$ cat src/rtl/xintf_ram_wr_arbiter.sv
// Round-robin arbiter sharing the XINTF DPBRAM write port among NUM_REQ burst writers.
// Optional XINTF_ARB_PRIORITY_EN: requester 0 wins every IDLE arbitration, others rotate.
module xintf_ram_wr_arbiter #(
  parameter int unsigned NUM_REQ   = 3,
  parameter int unsigned ADDR_W    = 9,
  parameter int unsigned DATA_W    = 16,
  parameter int unsigned MAX_BURST = 64
) (
  input  logic                        i_clk,
  input  logic                        i_rst,
  input  logic [NUM_REQ-1:0]          i_req,
  input  logic [NUM_REQ-1:0]          i_we,
  input  logic [NUM_REQ-1:0]          i_last,
  input  logic [NUM_REQ*ADDR_W-1:0]   i_addr,
  input  logic [NUM_REQ*DATA_W-1:0]   i_din,
  input  logic                        i_timeout_clr,
  output logic [NUM_REQ-1:0]          o_gnt,
  output logic [ADDR_W-1:0]           o_ram_addr,
  output logic [DATA_W-1:0]           o_ram_din,
  output logic                        o_ram_ce,
  output logic                        o_busy,
  output logic [NUM_REQ-1:0]          o_timeout
);

  localparam int unsigned IDX_W = (NUM_REQ > 1) ? $clog2(NUM_REQ) : 1;
  localparam int unsigned CNT_W = 8;

  typedef enum logic [1:0] {ST_IDLE, ST_GRANT, ST_RELEASE} state_e;

  state_e              state_q, state_d;
  logic [IDX_W-1:0]    ptr_q, ptr_d;
  logic [IDX_W-1:0]    gidx_q, gidx_d;
  logic [CNT_W-1:0]    cnt_q, cnt_d;
  logic [NUM_REQ-1:0]  gnt_q, gnt_d;
  logic [ADDR_W-1:0]   addr_q, addr_d;
  logic [DATA_W-1:0]   din_q, din_d;
  logic                ce_q, ce_d;
  logic                busy_q;
  logic [NUM_REQ-1:0]  to_q, to_d;

  logic                found;
  logic [IDX_W-1:0]    sel;
  logic                req_g, we_g, last_g;
  logic [ADDR_W-1:0]   addr_g;
  logic [DATA_W-1:0]   din_g;
  logic [CNT_W-1:0]    cnt_inc;

  // Arbitration pick and granted-requester mux
  always_comb begin
    int unsigned idx;
    found  = 1'b0;
    sel    = '0;
    idx    = 0;
    req_g  = 1'b0;
    we_g   = 1'b0;
    last_g = 1'b0;
    addr_g = '0;
    din_g  = '0;
`ifdef XINTF_ARB_PRIORITY_EN
    if (i_req[0]) begin
      found = 1'b1;
    end else begin
      int unsigned start;
      start = (ptr_q == '0) ? 1 : 32'(ptr_q);
      for (int unsigned i = 0; i < NUM_REQ - 1; i++) begin
        idx = start + i;
        if (idx >= NUM_REQ) idx = idx - (NUM_REQ - 1);
        if (!found && i_req[IDX_W'(idx)]) begin
          found = 1'b1;
          sel   = IDX_W'(idx);
        end
      end
    end
`else
    for (int unsigned i = 0; i < NUM_REQ; i++) begin
      idx = 32'(ptr_q) + i;
      if (idx >= NUM_REQ) idx = idx - NUM_REQ;
      if (!found && i_req[IDX_W'(idx)]) begin
        found = 1'b1;
        sel   = IDX_W'(idx);
      end
    end
`endif
    for (int unsigned k = 0; k < NUM_REQ; k++) begin
      if (gidx_q == IDX_W'(k)) begin
        req_g  = i_req[k];
        we_g   = i_we[k];
        last_g = i_last[k];
        addr_g = i_addr[k*ADDR_W +: ADDR_W];
        din_g  = i_din[k*DATA_W +: DATA_W];
      end
    end
  end

  assign cnt_inc = cnt_q + CNT_W'(1);

  // Next-state and output logic
  always_comb begin
    state_d = state_q;
    ptr_d   = ptr_q;
    gidx_d  = gidx_q;
    cnt_d   = cnt_q;
    gnt_d   = gnt_q;
    addr_d  = addr_q;
    din_d   = din_q;
    ce_d    = 1'b0;
    to_d    = i_timeout_clr ? '0 : to_q;
    case (state_q)
      ST_IDLE: begin
        if (found) begin
          gidx_d  = sel;
          gnt_d   = NUM_REQ'(1) << sel;
          cnt_d   = '0;
          state_d = ST_GRANT;
        end
      end
      ST_GRANT: begin
        if (!req_g) begin
          gnt_d   = '0;
          state_d = ST_RELEASE;
        end else if (we_g) begin
          ce_d   = 1'b1;
          addr_d = addr_g;
          din_d  = din_g;
          cnt_d  = cnt_inc;
          if (last_g) begin
            gnt_d   = '0;
            state_d = ST_RELEASE;
          end else if (cnt_inc == CNT_W'(MAX_BURST)) begin
            gnt_d        = '0;
            to_d[gidx_q] = 1'b1;
            state_d      = ST_RELEASE;
          end
        end
      end
      ST_RELEASE: begin
        gnt_d   = '0;
        ptr_d   = (gidx_q == IDX_W'(NUM_REQ - 1)) ? '0 : gidx_q + IDX_W'(1);
        state_d = ST_IDLE;
      end
      default: begin
        gnt_d   = '0;
        state_d = ST_IDLE;
      end
    endcase
  end

  always_ff @(posedge i_clk or posedge i_rst) begin
    if (i_rst) begin
      state_q <= ST_IDLE;
      ptr_q   <= '0;
      gidx_q  <= '0;
      cnt_q   <= '0;
      gnt_q   <= '0;
      addr_q  <= '0;
      din_q   <= '0;
      ce_q    <= 1'b0;
      busy_q  <= 1'b0;
      to_q    <= '0;
    end else begin
      state_q <= state_d;
      ptr_q   <= ptr_d;
      gidx_q  <= gidx_d;
      cnt_q   <= cnt_d;
      gnt_q   <= gnt_d;
      addr_q  <= addr_d;
      din_q   <= din_d;
      ce_q    <= ce_d;
      busy_q  <= (state_d != ST_IDLE);
      to_q    <= to_d;
    end
  end

  assign o_gnt      = gnt_q;
  assign o_ram_addr = addr_q;
  assign o_ram_din  = din_q;
  assign o_ram_ce   = ce_q;
  assign o_busy     = busy_q;
  assign o_timeout  = to_q;

endmodule

$ cat config.mk
export PLATFORM = sky130hd
export DESIGN_NAME = xintf_ram_wr_arbiter
export DESIGN_NICKNAME = d
export VERILOG_FILES = /design/src/rtl/xintf_ram_wr_arbiter.sv
export SDC_FILE = /design/constraint.sdc
export NUM_CORES = 1
export LEC_CHECK = 0
export BUFFER_PORTS_ARGS = -buffer_cell sky130_fd_sc_hd__buf_2
export CAP_MARGIN = 25
export CORE_MARGIN = 3
export CORE_UTILIZATION = 52
export DETAILED_ROUTE_END_ITERATION = 10
export PLACE_DENSITY = 0.89
export REMOVE_ABC_BUFFERS = 1
export SLEW_MARGIN = 10
export SYNTH_ARGS = -nofsm -noshare
export SYNTH_HDL_FRONTEND = slang
export SYNTH_SLANG_ARGS = --single-unit
$ cat constraint.sdc
create_clock -name i_clk -period 5.3 [get_ports i_clk]
set_input_delay 0.265 -clock i_clk [delete_from_list [all_inputs] [get_ports i_clk]]
set_output_delay 0.265 -clock i_clk [all_outputs]
set_load 0.01 [all_outputs]
==> results of run 1 <==
## final cells by class
class / instances / area share [%]
clock inverters: 3 / 1.228
repair buffers: 123 / 18.18
inverters: 10 / 1.053
flip-flops and latches: 47 / 33.02
multi-input cells: 236 / 42.14
well taps: 70 / 2.456
clock buffers: 5 / 1.930
## layer usage
metal	share of wire, %	track usage [%]
met1	41	27.10
met2	50	37.91
met3	8.1	5.643
met4	0.68	3.041
met5	0	0
## flip-flops by register name, indices dropped and copies added, names as in the netlist
signal	cells
cnt_q	8
o_ram_din	16
o_ram_ce	1
o_gnt	3
ptr_q	2
o_ram_addr	9
state_q	2
o_timeout	3
o_busy	1
gidx_q	2
## Yosys cell counts (2+ instances only)
library cell,number,share of area (%)
sky130_fd_sc_hd__or2b_1,2,0.53
sky130_fd_sc_hd__buf_4,3,0.79
sky130_fd_sc_hd__nor2_1,35,4.6
sky130_fd_sc_hd__buf_6,2,0.79
sky130_fd_sc_hd__buf_1,2,0.26
sky130_fd_sc_hd__o21ai_1,2,0.35
sky130_fd_sc_hd__dfrtp_1,47,41
sky130_fd_sc_hd__buf_2,5,0.88
sky130_fd_sc_hd__o21ai_0,34,6.0
sky130_fd_sc_hd__and2_1,2,0.44
sky130_fd_sc_hd__mux2i_1,29,10
sky130_fd_sc_hd__inv_1,10,1.3
sky130_fd_sc_hd__nor3_1,2,0.35
sky130_fd_sc_hd__a31oi_1,2,0.44
sky130_fd_sc_hd__a22o_1,3,0.93
sky130_fd_sc_hd__nor2b_1,3,0.66
sky130_fd_sc_hd__xor2_1,2,0.62
sky130_fd_sc_hd__ha_1,5,2.2
sky130_fd_sc_hd__clkbuf_1,8,1.1
sky130_fd_sc_hd__a21oi_1,29,5.1
sky130_fd_sc_hd__nand2b_1,3,0.66
sky130_fd_sc_hd__nand3_1,8,1.4
sky130_fd_sc_hd__o21ai_2,8,2.5
sky130_fd_sc_hd__xnor2_1,2,0.62
sky130_fd_sc_hd__o2bb2ai_1,4,1.2
sky130_fd_sc_hd__nand2_1,36,4.8
## kinds of logic (layout without fill, tap and decap cells)
logic type / Yosys count / in the layout / share of synthesized area [%]
and+or+nand+nor: 100 / 100 / 16.70
AOI/OAI and AO/OA: 97 / 97 / 22.07
DFF: 47 / 47 / 41.41
buffers and inverters: 32 / 141 / 5.771
muxes: 30 / 30 / 10.62
adders and majority gates: 5 / 5 / 2.203
xor gates and xnor gates: 4 / 4 / 1.234
## worst paths after layout
| kind | startpoint | endpoint | cells after the start |
|---|---|---|---|
| max | gidx_q[1] | cnt_q[6] | 6 |
| min | i_addr[15] | o_ram_addr[6] | 3 |
| max reg2reg | gidx_q[1] | cnt_q[6] | 6 |
| min reg2reg | o_ram_addr[6] | o_ram_addr[6] | 2 |
| max in group asynchronous | i_rst | gidx_q[1] | 4 |
| min in group asynchronous | i_rst | o_ram_din[12] | 3 |
## stage by stage
step	instances	area, µm²	hold WS, ns	util (%)	power [mW]
floorplan	293	2714	0.4573	-	1.119
finish	494	3566	0.2484	68.51	1.658
detailed placement	483	3408	0.4672	65.48	1.386
global route	494	3566	0.2531	68.51	1.788
global placement	483	3408	0.4591	65.48	1.356
CTS	491	3521	0.2211	67.64	1.651
## critical path: cells and delay by family (launching register included)
family           cells  cell delay [ns]
AND/OR/NAND/NOR      2             1.01
flip-flops           1             0.96
AO/OA/AOI/OAI        3             0.59
multiplexers         1             0.18
## cells in the final DEF (no fill, tap or decap), types with 2 or more instances in the layout
| cell | count |
|---|---|
| sky130_fd_sc_hd__a22o_1 | 3 |
| sky130_fd_sc_hd__xnor2_1 | 2 |
| sky130_fd_sc_hd__o21ai_0 | 34 |
| sky130_fd_sc_hd__nand2_1 | 36 |
| sky130_fd_sc_hd__nor3_1 | 2 |
| sky130_fd_sc_hd__or2b_1 | 2 |
| sky130_fd_sc_hd__a31oi_1 | 2 |
| sky130_fd_sc_hd__nand3_1 | 8 |
| sky130_fd_sc_hd__dfrtp_1 | 46 |
| sky130_fd_sc_hd__ha_1 | 5 |
| sky130_fd_sc_hd__o21ai_1 | 2 |
| sky130_fd_sc_hd__clkbuf_8 | 5 |
| sky130_fd_sc_hd__mux2i_1 | 29 |
| sky130_fd_sc_hd__and2_1 | 2 |
| sky130_fd_sc_hd__inv_1 | 9 |
| sky130_fd_sc_hd__nor2b_1 | 2 |
| sky130_fd_sc_hd__o2bb2ai_1 | 4 |
| sky130_fd_sc_hd__o21ai_2 | 8 |
| sky130_fd_sc_hd__buf_2 | 119 |
| sky130_fd_sc_hd__nor2_1 | 35 |
| sky130_fd_sc_hd__nand2b_1 | 3 |
| sky130_fd_sc_hd__a21oi_1 | 29 |
| sky130_fd_sc_hd__xor2_1 | 2 |
## power breakdown
group | total (mW) | leakage (nW) | switching, mW | internal (mW)
clock | 0.262 | 0.0581 | 0.121 | 0.140
combinational | 0.808 | 1.09 | 0.472 | 0.336
sequential | 0.589 | 0.614 | 0.113 | 0.476
total | 1.66 | 1.76 | 0.706 | 0.952
==> results.txt, run 1 <==
----------------------------------------------------
[Floorplan]
  Die area ... 6385 µm²
  Core area ... between 5000 and 6000 µm²
  Top Ports ... 120
  Height of the die ... ~80 µm
  Die width ... 79.91 µm
  Initial core utilization ... between 50% and 60%
  Core Rows ... 26

[Worst setup path]
  Critical-path cell list ... mux2i_1, o2bb2ai_1, nand3_4, and2_1, o21ai_2, o31ai_1
  Startpoint-to-endpoint class of the critical path ... flop to flop
  Kind of capture point of the worst setup path ... flop
  Slack of the worst reg-to-reg path ... 2.41 ns
  Maximum fanout along the worst path ... 64
  Type of element launching the critical path ... flop
  Required time worst endpoint ... 5.46 ns
  CP Data Arrival Time ... a little over 3 ns
  Slowest stage delay, CP ... 0.96 ns
  Cell type of the slowest stage on the worst timing path ... sky130_fd_sc_hd__dfrtp_2

[Worst hold path]
  Worst min-delay path category ... input port to flop

[Power]
  PwrDens ... approximately 470 nW/µm²
  Largest vdd supply drop ... approximately 0.27 mV
  Leakage ... between 1.5 and 2 nW

[Synthesis]
  Syn avg cell area ... about 9.0 µm²
  Fraction of the yosys area taken by sequential cells ... 41.41%
  Flops & latches, synth ... between 40 and 50
  Number of unique standard cell types used by synthesis ... 53
  Synthesized netlist cell count ... 315
  Synth async-reset ratio ... 100.0%
  Top FF cell, synth ... sky130_fd_sc_hd__dfrtp_1
  Yosys warns ... 0
  Netlist area before placement ... 2840 µm²
  Number of flops mapped to enable cells by yosys ... 0

[CTS]
  Post-CTS Setup Bufs ... 0
  H-tree depth ... 2
  Total of hold buffers inserted after clock tree synthesis ... 0
  Clock slew seen by the registers of the worst setup and hold paths ... around 0.09 ns
  Clock insertion delay at the later pin of the skew report ... approximately 0.30 ns
  Maximum root-to-sink buffer count ... 2
  Number of gates resized after CTS ... 0
  Total clock buffers created by CTS ... 5
  Total clock sinks ... 47
  CTS tree ... built
  Buffer type at the clock tree root ... sky130_fd_sc_hd__clkbuf_8

[Placement]
  Worst slack, placed ... 2.276 ns
  RePlAce Congestion ... slightly below 0.8
  Number of buffers inserted by port buffering ... 119
  DPL Wire Length ... ~5200 µm

[Route]
  Number of violations reported at the end of detailed-routing iteration 0 ... approximately 140
  Total iterations of the first detailed-routing run ... 4
  Vias per cell ... 5.405
  Final routed wirelength across all metal layers ... between 7000 and 8000 µm
  Routed length per placed instance ... ~15 µm
  Detail Route Antenna Nets ... 0
  Number of vias after detailed routing ... 2,670
  Drc violations ... 0

[Timing]
  Setup TNS ... 0 ns
  Worst setup margin ... between 2 and 2.5 ns
  Slew at the pin closest to its max-slew limit ... approximately 0.91 ns
  Final clock skew ... 0.007946 ns
  Total count of hold-check failures in the final report ... 0
  Maximum operating frequency ... roughly 350 MHz
  Headroom to the max-slew limit ... about two fifths
  Slew Limit Fails ... 0
  Fin crit share ... between 50% and 60%
  Final worst path period need ... around 2.9 ns
  Final setup violating endpoints ... 0
  Unrepaired setup endpoints after global routing ... false

[GRT]
  Pin count of the biggest net entering global routing ... 65
  Number of antenna violations at the first check in global routing ... 0
  Vias in the first global route ... approximately 2,300
  Overflow left after global routing ... 0
  Global-route wire length before repair ... approximately 11,000 µm
  Total routing resource utilization after global routing ... between 20% and 30%

[Layout]
  Share of final-layout standard cells stronger than drive strength 1 ... a little over a third
  Register cell area after layout ... between 1000 and 1500 µm²
  Area of the multi-input gates ... between 1500 and 2000 µm²
  Filler cells ... between 400 and 500
  Area growth syn-to-layout ... 25.55%
  Total number of nets in the final design ... between 500 and 600
  Inserted Diodes ... 0

[Run status]
  Outcome ... complete, no violations

[Flow run]
  Max-capacitance violation count ... 0

----------------------------------------------------
Power figures use the tool's default switching activity.
==> run 2: changes to the inputs <==
--- a/config.mk
+++ b/config.mk
@@ -8,9 +8,9 @@
 export BUFFER_PORTS_ARGS = -buffer_cell sky130_fd_sc_hd__buf_2
 export CAP_MARGIN = 25
 export CORE_MARGIN = 3
-export CORE_UTILIZATION = 52
+export CORE_UTILIZATION = 48
 export DETAILED_ROUTE_END_ITERATION = 10
-export PLACE_DENSITY = 0.89
+export PLACE_DENSITY = 0.83
 export REMOVE_ABC_BUFFERS = 1
 export SLEW_MARGIN = 10
 export SYNTH_ARGS = -nofsm -noshare
==> constraint.sdc (replaced) <==
create_clock -name i_clk -period 2.8 [get_ports i_clk]
set_input_delay 0.14 -clock i_clk [delete_from_list [all_inputs] [get_ports i_clk]]
set_output_delay 0.14 -clock i_clk [all_outputs]
set_load 0.01 [all_outputs]
==> results.txt, run 2 (synthesis results as in run 1) <==
----------------------------------------------------
[GRT]
  Vias in the first global route ... 2,648 (was 2,324)
  Global routing met1 resource utilization ... 26.24% (was 27.10%)
  Number of antenna violations at the first check in global routing ... 0 (unchanged)
  Pin count of the biggest net entering global routing ... 48 (was 65)
  Met3 Track Usage GR ... 5.556% (was 5.643%)
  Global-route wire length before repair ... 12,280 µm (was 10,920 µm)
  Global-route layer with the greatest usage ... met2 (unchanged)
  Total routing resource utilization after global routing ... 21.33% (was 21.55%)
  Met2 routing resource usage after global routing ... 36.37% (was 37.91%)
  Overflow left after global routing ... 0 (unchanged)

[Layout]
  Area of all placed cells without fillers ... 3567 µm² (was 3566 µm²)
  Area of the multi-input gates ... 1503 µm² (unchanged)
  Register cell area after layout ... 1177 µm² (unchanged)
  Filler cells ... 479 (was 408)
  Commonest cells after routing, fill and taps aside ... sky130_fd_sc_hd__buf_2, sky130_fd_sc_hd__dfrtp_1, sky130_fd_sc_hd__nand2_1 (unchanged)
  Share of final-layout standard cells stronger than drive strength 1 ... 36.92% (was 36.32%)
  Area growth syn-to-layout ... 25.59% (was 25.55%)
  Number of flip-flops under the largest register name ... 16 (unchanged)
  Total number of nets in the final design ... 519 (was 515)
  Most frequent standard cell in the layout excluding fill and tap cells ... sky130_fd_sc_hd__buf_2 (unchanged)
  Final core utilization ... 63.61% (was 68.51%)
  Inserted Diodes ... 0 (unchanged)

[Flow run]
  Max-capacitance violation count ... 0 (unchanged)

[Run status]
  Outcome ... complete, no violations (unchanged)

[Route]
  Drc violations ... 0 (unchanged)
  Vias per cell ... 5.300 (was 5.405)
  Final routed wirelength across all metal layers ... 7111 µm (was 7227 µm)
  Total iterations of the first detailed-routing run ... 4 (unchanged)
  Detail Route Antenna Nets ... 0 (unchanged)
  Number of vias after detailed routing ... 2,650 (was 2,670)
  Routed length per placed instance ... 14.22 µm (was 14.63 µm)
  Number of violations reported at the end of detailed-routing iteration 0 ... 94 (was 138)

[Timing]
  Worst setup margin ... 0.5443 ns (was 2.409 ns)
  Maximum operating frequency ... 443.3 MHz (was 345.9 MHz)
  Final setup violating endpoints ... 0 (unchanged)
  Headroom to the max-slew limit ... 60.82% (was 39.45%)
  Total count of hold-check failures in the final report ... 0 (unchanged)
  Final clock skew ... 0.006927 ns (was 0.007946 ns)
  Unrepaired setup endpoints after global routing ... false (unchanged)
  Final worst path period need ... 2.256 ns (was 2.891 ns)
  Fin crit share ... 80.56% (was 54.55%)
  Hold slack ... 0.1159 ns (was 0.2484 ns)
  Slew at the pin closest to its max-slew limit ... 0.5837 ns (was 0.9083 ns)
  Slew Limit Fails ... 0 (unchanged)

[Floorplan]
  Top Ports ... 120 (unchanged)
  Die area ... 6876 µm² (was 6385 µm²)
  Die width ... 82.92 µm (was 79.91 µm)
  Core Rows ... 27 (was 26)
  Core area ... 5608 µm² (was 5205 µm²)
  Height of the die ... 82.92 µm (was 79.91 µm)
  Initial core utilization ... 50.65% (was 54.57%)

[Worst setup path]
  Family with the most delay on the worst path ... simple AND/OR/NAND/NOR gates (unchanged)
  CP Data Arrival Time ... 2.47 ns (was 3.06 ns)
  Type of element launching the critical path ... flop (unchanged)
  Required time worst endpoint ... 3.02 ns (was 5.46 ns)
  Cell type of the slowest stage on the worst timing path ... sky130_fd_sc_hd__and2_1 (was sky130_fd_sc_hd__dfrtp_2)
  Startpoint-to-endpoint class of the critical path ... flop to flop (unchanged)
  Buffers and inverters on the worst path ... 1 (was 0)
  Maximum fanout along the worst path ... 8 (was 64)
  Critical-path cell list ... inv_1, ha_1, mux2i_1, nor2_1, o41ai_4, and2_1, o21ai_2, o31ai_1 (was mux2i_1, o2bb2ai_1, nand3_4, and2_1, o21ai_2, o31ai_1)
  Kind of capture point of the worst setup path ... flop (unchanged)
  RR Startpoint ... ptr_q[0] (was gidx_q[1])
  Slowest stage delay, CP ... 0.43 ns (was 0.96 ns)
  Beginning of the critical path ... ptr_q[0] (was gidx_q[1])

[Placement]
  Worst slack, placed ... 0.5405 ns (was 2.276 ns)
  DPL Wire Length ... 5425 µm (was 5217 µm)
  Number of buffers inserted by port buffering ... 119 (unchanged)
  Area post-placement ... 3448 µm² (was 3408 µm²)
  RePlAce Congestion ... 0.8351 (was 0.7916)

[Power]
  PwrDens ... 860.8 nW/µm² (was 465.0 nW/µm²)
  Largest vdd supply drop ... 0.6053 mV (was 0.2710 mV)
  Leakage ... 1.761 nW (was 1.762 nW)

[CTS]
  Buffer type at the clock tree root ... sky130_fd_sc_hd__clkbuf_8 (unchanged)
  CTS tree ... built (unchanged)
  Total clock buffers created by CTS ... 5 (unchanged)
  Maximum root-to-sink buffer count ... 2 (unchanged)
  H-tree depth ... 2 (unchanged)
  Clock insertion delay at the later pin of the skew report ... 0.31 ns (was 0.30 ns)
  Total clock sinks ... 47 (unchanged)
  Number of gates resized after CTS ... 0 (unchanged)
  Clock slew seen by the registers of the worst setup and hold paths ... 0.09 ns (about the same)

[Worst hold path]
  Start point of the worst min-delay path ... i_addr[13] (was i_addr[15])
  Worst min-delay path category ... input port to flop (unchanged)

----------------------------------------------------
run 2: worst min-delay path, cell delays in order:
cell and delay [ns]:
sky130_fd_sc_hd__buf_2 0.08, sky130_fd_sc_hd__a21oi_1 0.05, sky130_fd_sc_hd__o21ai_0 0.12
run 2: cell type report:
class / count / area share [%]
Clock inverter: 3 / 0.5612
Multi-Input combinational cell: 236 / 42.13
Tap cell: 72 / 2.525
Timing Repair Buffer: 127 / 18.80
Inverter: 10 / 1.052
Clock buffer: 5 / 1.929
Sequential cell: 47 / 33.01
run 2: path summary, 6_finish.rpt:
kind                                      end  slack (ns)  cells after the start
max in group asynchronous           gidx_q[1]        2.03                      4
worst min-delay path            o_ram_addr[4]        0.12                      3
worst max-delay path                 cnt_q[6]        0.54                      8
worst max register to register       cnt_q[6]        0.54                      8
min in group asynchronous            o_ram_ce        0.29                      3
worst min register to register  o_ram_din[13]        0.48                      2
run 2: routing by layer:
layer,wire [µm],share of wire [%]
met5,0,0
met4,91,1.3
met3,556,7.8
met2,3470,49
met1,2994,42
run 2: timing repair:
item                                   CTS  global route
hold buffers                             0             1
endpoints found under the hold margin    0             9
setup buffers                            0             0
run 2: metrics by stage:
stage | total power, mW | instances | TNS [ns]
finish | 3.071 | 500 | 0
global route | 3.340 | 500 | 0
CTS | 3.096 | 498 | 0
detailed placement | 2.682 | 490 | 0
global placement | 2.623 | 490 | 0
floorplan | 2.119 | 293 | -15.26
run 2: power breakdown:
group | switching (mW) | total (mW) | internal [mW]
sequential | 0.129 | 1.03 | 0.901
combinational | 0.974 | 1.63 | 0.656
clock | 0.237 | 0.411 | 0.174
total | 1.34 | 3.07 | 1.73
==> run 3: changes to the inputs <==
==> constraint.sdc (replaced) <==
create_clock -name i_clk -period 2.3 [get_ports i_clk]
set_input_delay 0.115 -clock i_clk [delete_from_list [all_inputs] [get_ports i_clk]]
set_output_delay 0.115 -clock i_clk [all_outputs]
set_load 0.01 [all_outputs]
==> results.txt, run 3 (synthesis results as in run 1) <==
----------------------------------------------------
[GRT]
  Total routing resource utilization after global routing ... 21.51% (was 21.33%)
  Global-route wire length before repair ... 12,580 µm (was 12,280 µm)
  Global routing met1 resource utilization ... 25.97% (was 26.24%)
  Overflow left after global routing ... 0 (unchanged)
  Number of antenna violations at the first check in global routing ... 0 (unchanged)
  Met2 routing resource usage after global routing ... 38.12% (was 36.37%)
  Pin count of the biggest net entering global routing ... 39 (was 48)
  Met3 Track Usage GR ... 5.357% (was 5.556%)
  Vias in the first global route ... 2,775 (was 2,648)
  Global-route layer with the greatest usage ... met2 (unchanged)

[Power]
  Largest vdd supply drop ... 0.6840 mV (was 0.6053 mV)
  Leakage ... 1.785 nW (was 1.761 nW)
  Overall power after layout ... 3.866 mW (was 3.071 mW)
  PwrDens ... 1075 nW/µm² (was 860.8 nW/µm²)

[Worst setup path]
  Beginning of the critical path ... ptr_q[0] (unchanged)
  CP Data Arrival Time ... 2.38 ns (was 2.47 ns)
  Maximum fanout along the worst path ... 8 (unchanged)
  Slack of the worst reg-to-reg path ... 0.11 ns (was 0.54 ns)
  Required time worst endpoint ... 2.49 ns (was 3.02 ns)
  Critical path destination ... cnt_q[7] (was cnt_q[6])
  Startpoint-to-endpoint class of the critical path ... flop to flop (unchanged)
  Type of element launching the critical path ... flop (unchanged)
  Path depth of the worst reg2reg path ... 8 (unchanged)
  RR Startpoint ... ptr_q[0] (unchanged)
  Kind of capture point of the worst setup path ... flop (unchanged)
  Worst R2R End ... cnt_q[7] (was cnt_q[6])

[Placement]
  Worst slack, placed ... 0.03386 ns (was 0.5405 ns)
  DPL Wire Length ... 5566 µm (was 5425 µm)
  RePlAce Congestion ... 0.8482 (was 0.8351)
  Number of buffers inserted by port buffering ... 119 (unchanged)
  Cell count after placement ... 493 (was 490)

[Route]
  Vias per cell ... 5.446 (was 5.300)
  Final routed wirelength across all metal layers ... 7277 µm (was 7111 µm)
  Routed length per placed instance ... 14.50 µm (was 14.22 µm)
  Number of vias after detailed routing ... 2,734 (was 2,650)
  Detail Route Antenna Nets ... 0 (unchanged)
  Drc violations ... 0 (unchanged)
  Total iterations of the first detailed-routing run ... 4 (unchanged)
  Number of violations reported at the end of detailed-routing iteration 0 ... 70 (was 94)

[Floorplan]
  Height of the die ... 82.92 µm (unchanged)
  Die width ... 82.92 µm (unchanged)
  Core Rows ... 27 (unchanged)
  Core area ... 5608 µm² (unchanged)
  Initial core utilization ... 50.65% (unchanged)
  Die area ... 6876 µm² (unchanged)
  Top Ports ... 120 (unchanged)

[CTS]
  Buffer type at the clock tree root ... sky130_fd_sc_hd__clkbuf_8 (unchanged)
  Total clock sinks ... 47 (unchanged)
  Clock slew seen by the registers of the worst setup and hold paths ... 0.09 ns (about the same)
  Total clock buffers created by CTS ... 5 (unchanged)
  H-tree depth ... 2 (unchanged)
  Maximum root-to-sink buffer count ... 2 (unchanged)
  Clock insertion delay at the later pin of the skew report ... 0.30 ns (was 0.31 ns)
  Post-CTS Setup Bufs ... 0 (unchanged)
  CTS tree ... built (unchanged)

[Timing]
  Slew Limit Fails ... 0 (unchanged)
  Headroom to the max-slew limit ... 59.16% (was 60.82%)
  Final clock skew ... 0.006033 ns (was 0.006927 ns)
  Worst setup margin ... 0.1105 ns (was 0.5443 ns)
  Fin crit share ... 95.20% (was 80.56%)
  Final setup violating endpoints ... 0 (unchanged)
  Slew at the pin closest to its max-slew limit ... 0.6084 ns (was 0.5837 ns)
  Total count of hold-check failures in the final report ... 0 (unchanged)
  Final worst path period need ... 2.189 ns (was 2.256 ns)
  Maximum operating frequency ... 456.7 MHz (was 443.3 MHz)

[Layout]
  Number of flip-flops under the largest register name ... 16 (unchanged)
  Area growth syn-to-layout ... 26.56% (was 25.59%)
  Filler cells ... 485 (was 479)
  Final core utilization ... 64.10% (was 63.61%)
  Most frequent standard cell in the layout excluding fill and tap cells ... sky130_fd_sc_hd__buf_2 (unchanged)
  Inserted Diodes ... 0 (unchanged)
  Commonest cells after routing, fill and taps aside ... sky130_fd_sc_hd__buf_2, sky130_fd_sc_hd__dfrtp_1, sky130_fd_sc_hd__nand2_1 (unchanged)
  Share of final-layout standard cells stronger than drive strength 1 ... 37.44% (was 36.92%)
  Total number of nets in the final design ... 521 (was 519)
  Final instance count without filler cells ... 502 (was 500)

[Worst hold path]
  Worst min-delay path category ... input port to flop (unchanged)

[Flow run]
  Max-capacitance violation count ... 0 (unchanged)

[Run status]
  Outcome ... complete, no violations (unchanged)

----------------------------------------------------
[run 3: worst min path at each step]
stage / startpoint / endpoint / slack (ns) / cells past startpoint
after floorplan: i_addr[9] / o_ram_addr[0] / 0.31 / 2
after global placement: i_rst / o_ram_ce / 0.05 / 2
after detailed placement: i_rst / o_ram_ce / 0.05 / 2
after CTS: i_addr[14] / o_ram_addr[5] / 0.1 / 3
after global routing: i_din[28] / o_ram_din[12] / 0.12 / 3
final: i_addr[12] / o_ram_addr[3] / 0.10 / 3
[run 3: what timing repair did]
action / in CTS / in global routing
hold endpoints to repair: 10 / 0
hold buffers: 1 / 0
endpoints found under the setup margin: 0 / 8
gates resized for setup: 0 / 2
[run 3: worst max-delay path: stages, from the launching register on]
cell                      delay, ns
sky130_fd_sc_hd__dfrtp_1       0.40
sky130_fd_sc_hd__inv_1         0.07
sky130_fd_sc_hd__ha_1          0.42
sky130_fd_sc_hd__mux2i_1       0.25
sky130_fd_sc_hd__nor2_1        0.12
sky130_fd_sc_hd__o41ai_4       0.35
sky130_fd_sc_hd__and2_2        0.33
sky130_fd_sc_hd__o21ai_2       0.08
sky130_fd_sc_hd__o41ai_1       0.06
[run 3: cell type report]
class	instances	area [µm²]	area share (%)
clock buffers	5	68.82	1.914
clock inverters	3	43.79	1.218
inverters	10	37.54	1.044
multi-input cells	236	1504	41.84
flip-flops and latches	47	1177	32.75
well taps	72	90.09	2.506
repair buffers	129	673.1	18.73
[run 3: layer usage]
| metal | part of all wire [%] | vias up |
|---|---|---|
| met3 | 6.7 | 11 |
| met4 | 1.4 | 0 |
| met2 | 50 | 97 |
| met5 | 0 | - |
| li1 | - | 1335 |
| met1 | 42 | 1291 |
[run 3: power breakdown]
group | switching [mW] | leakage, nW | internal [mW] | total, mW
logic | 1.18 | 1.11 | 0.816 | 1.99
clock network | 0.283 | 0.0581 | 0.324 | 0.607
registers | 0.169 | 0.614 | 1.10 | 1.27
total | 1.63 | 1.78 | 2.24 | 3.87
[run 3: metrics by stage]
step	hold WS (ns)	setup TNS [ns]	instance area, µm²
after floorplan	0.3073	-36.25	2714
after global placement	0.04859	0	3471
after detailed placement	0.04887	0	3471
after CTS	0.09886	0	3593
after global routing	0.1246	-0.01762	3595
final	0.1032	0	3595
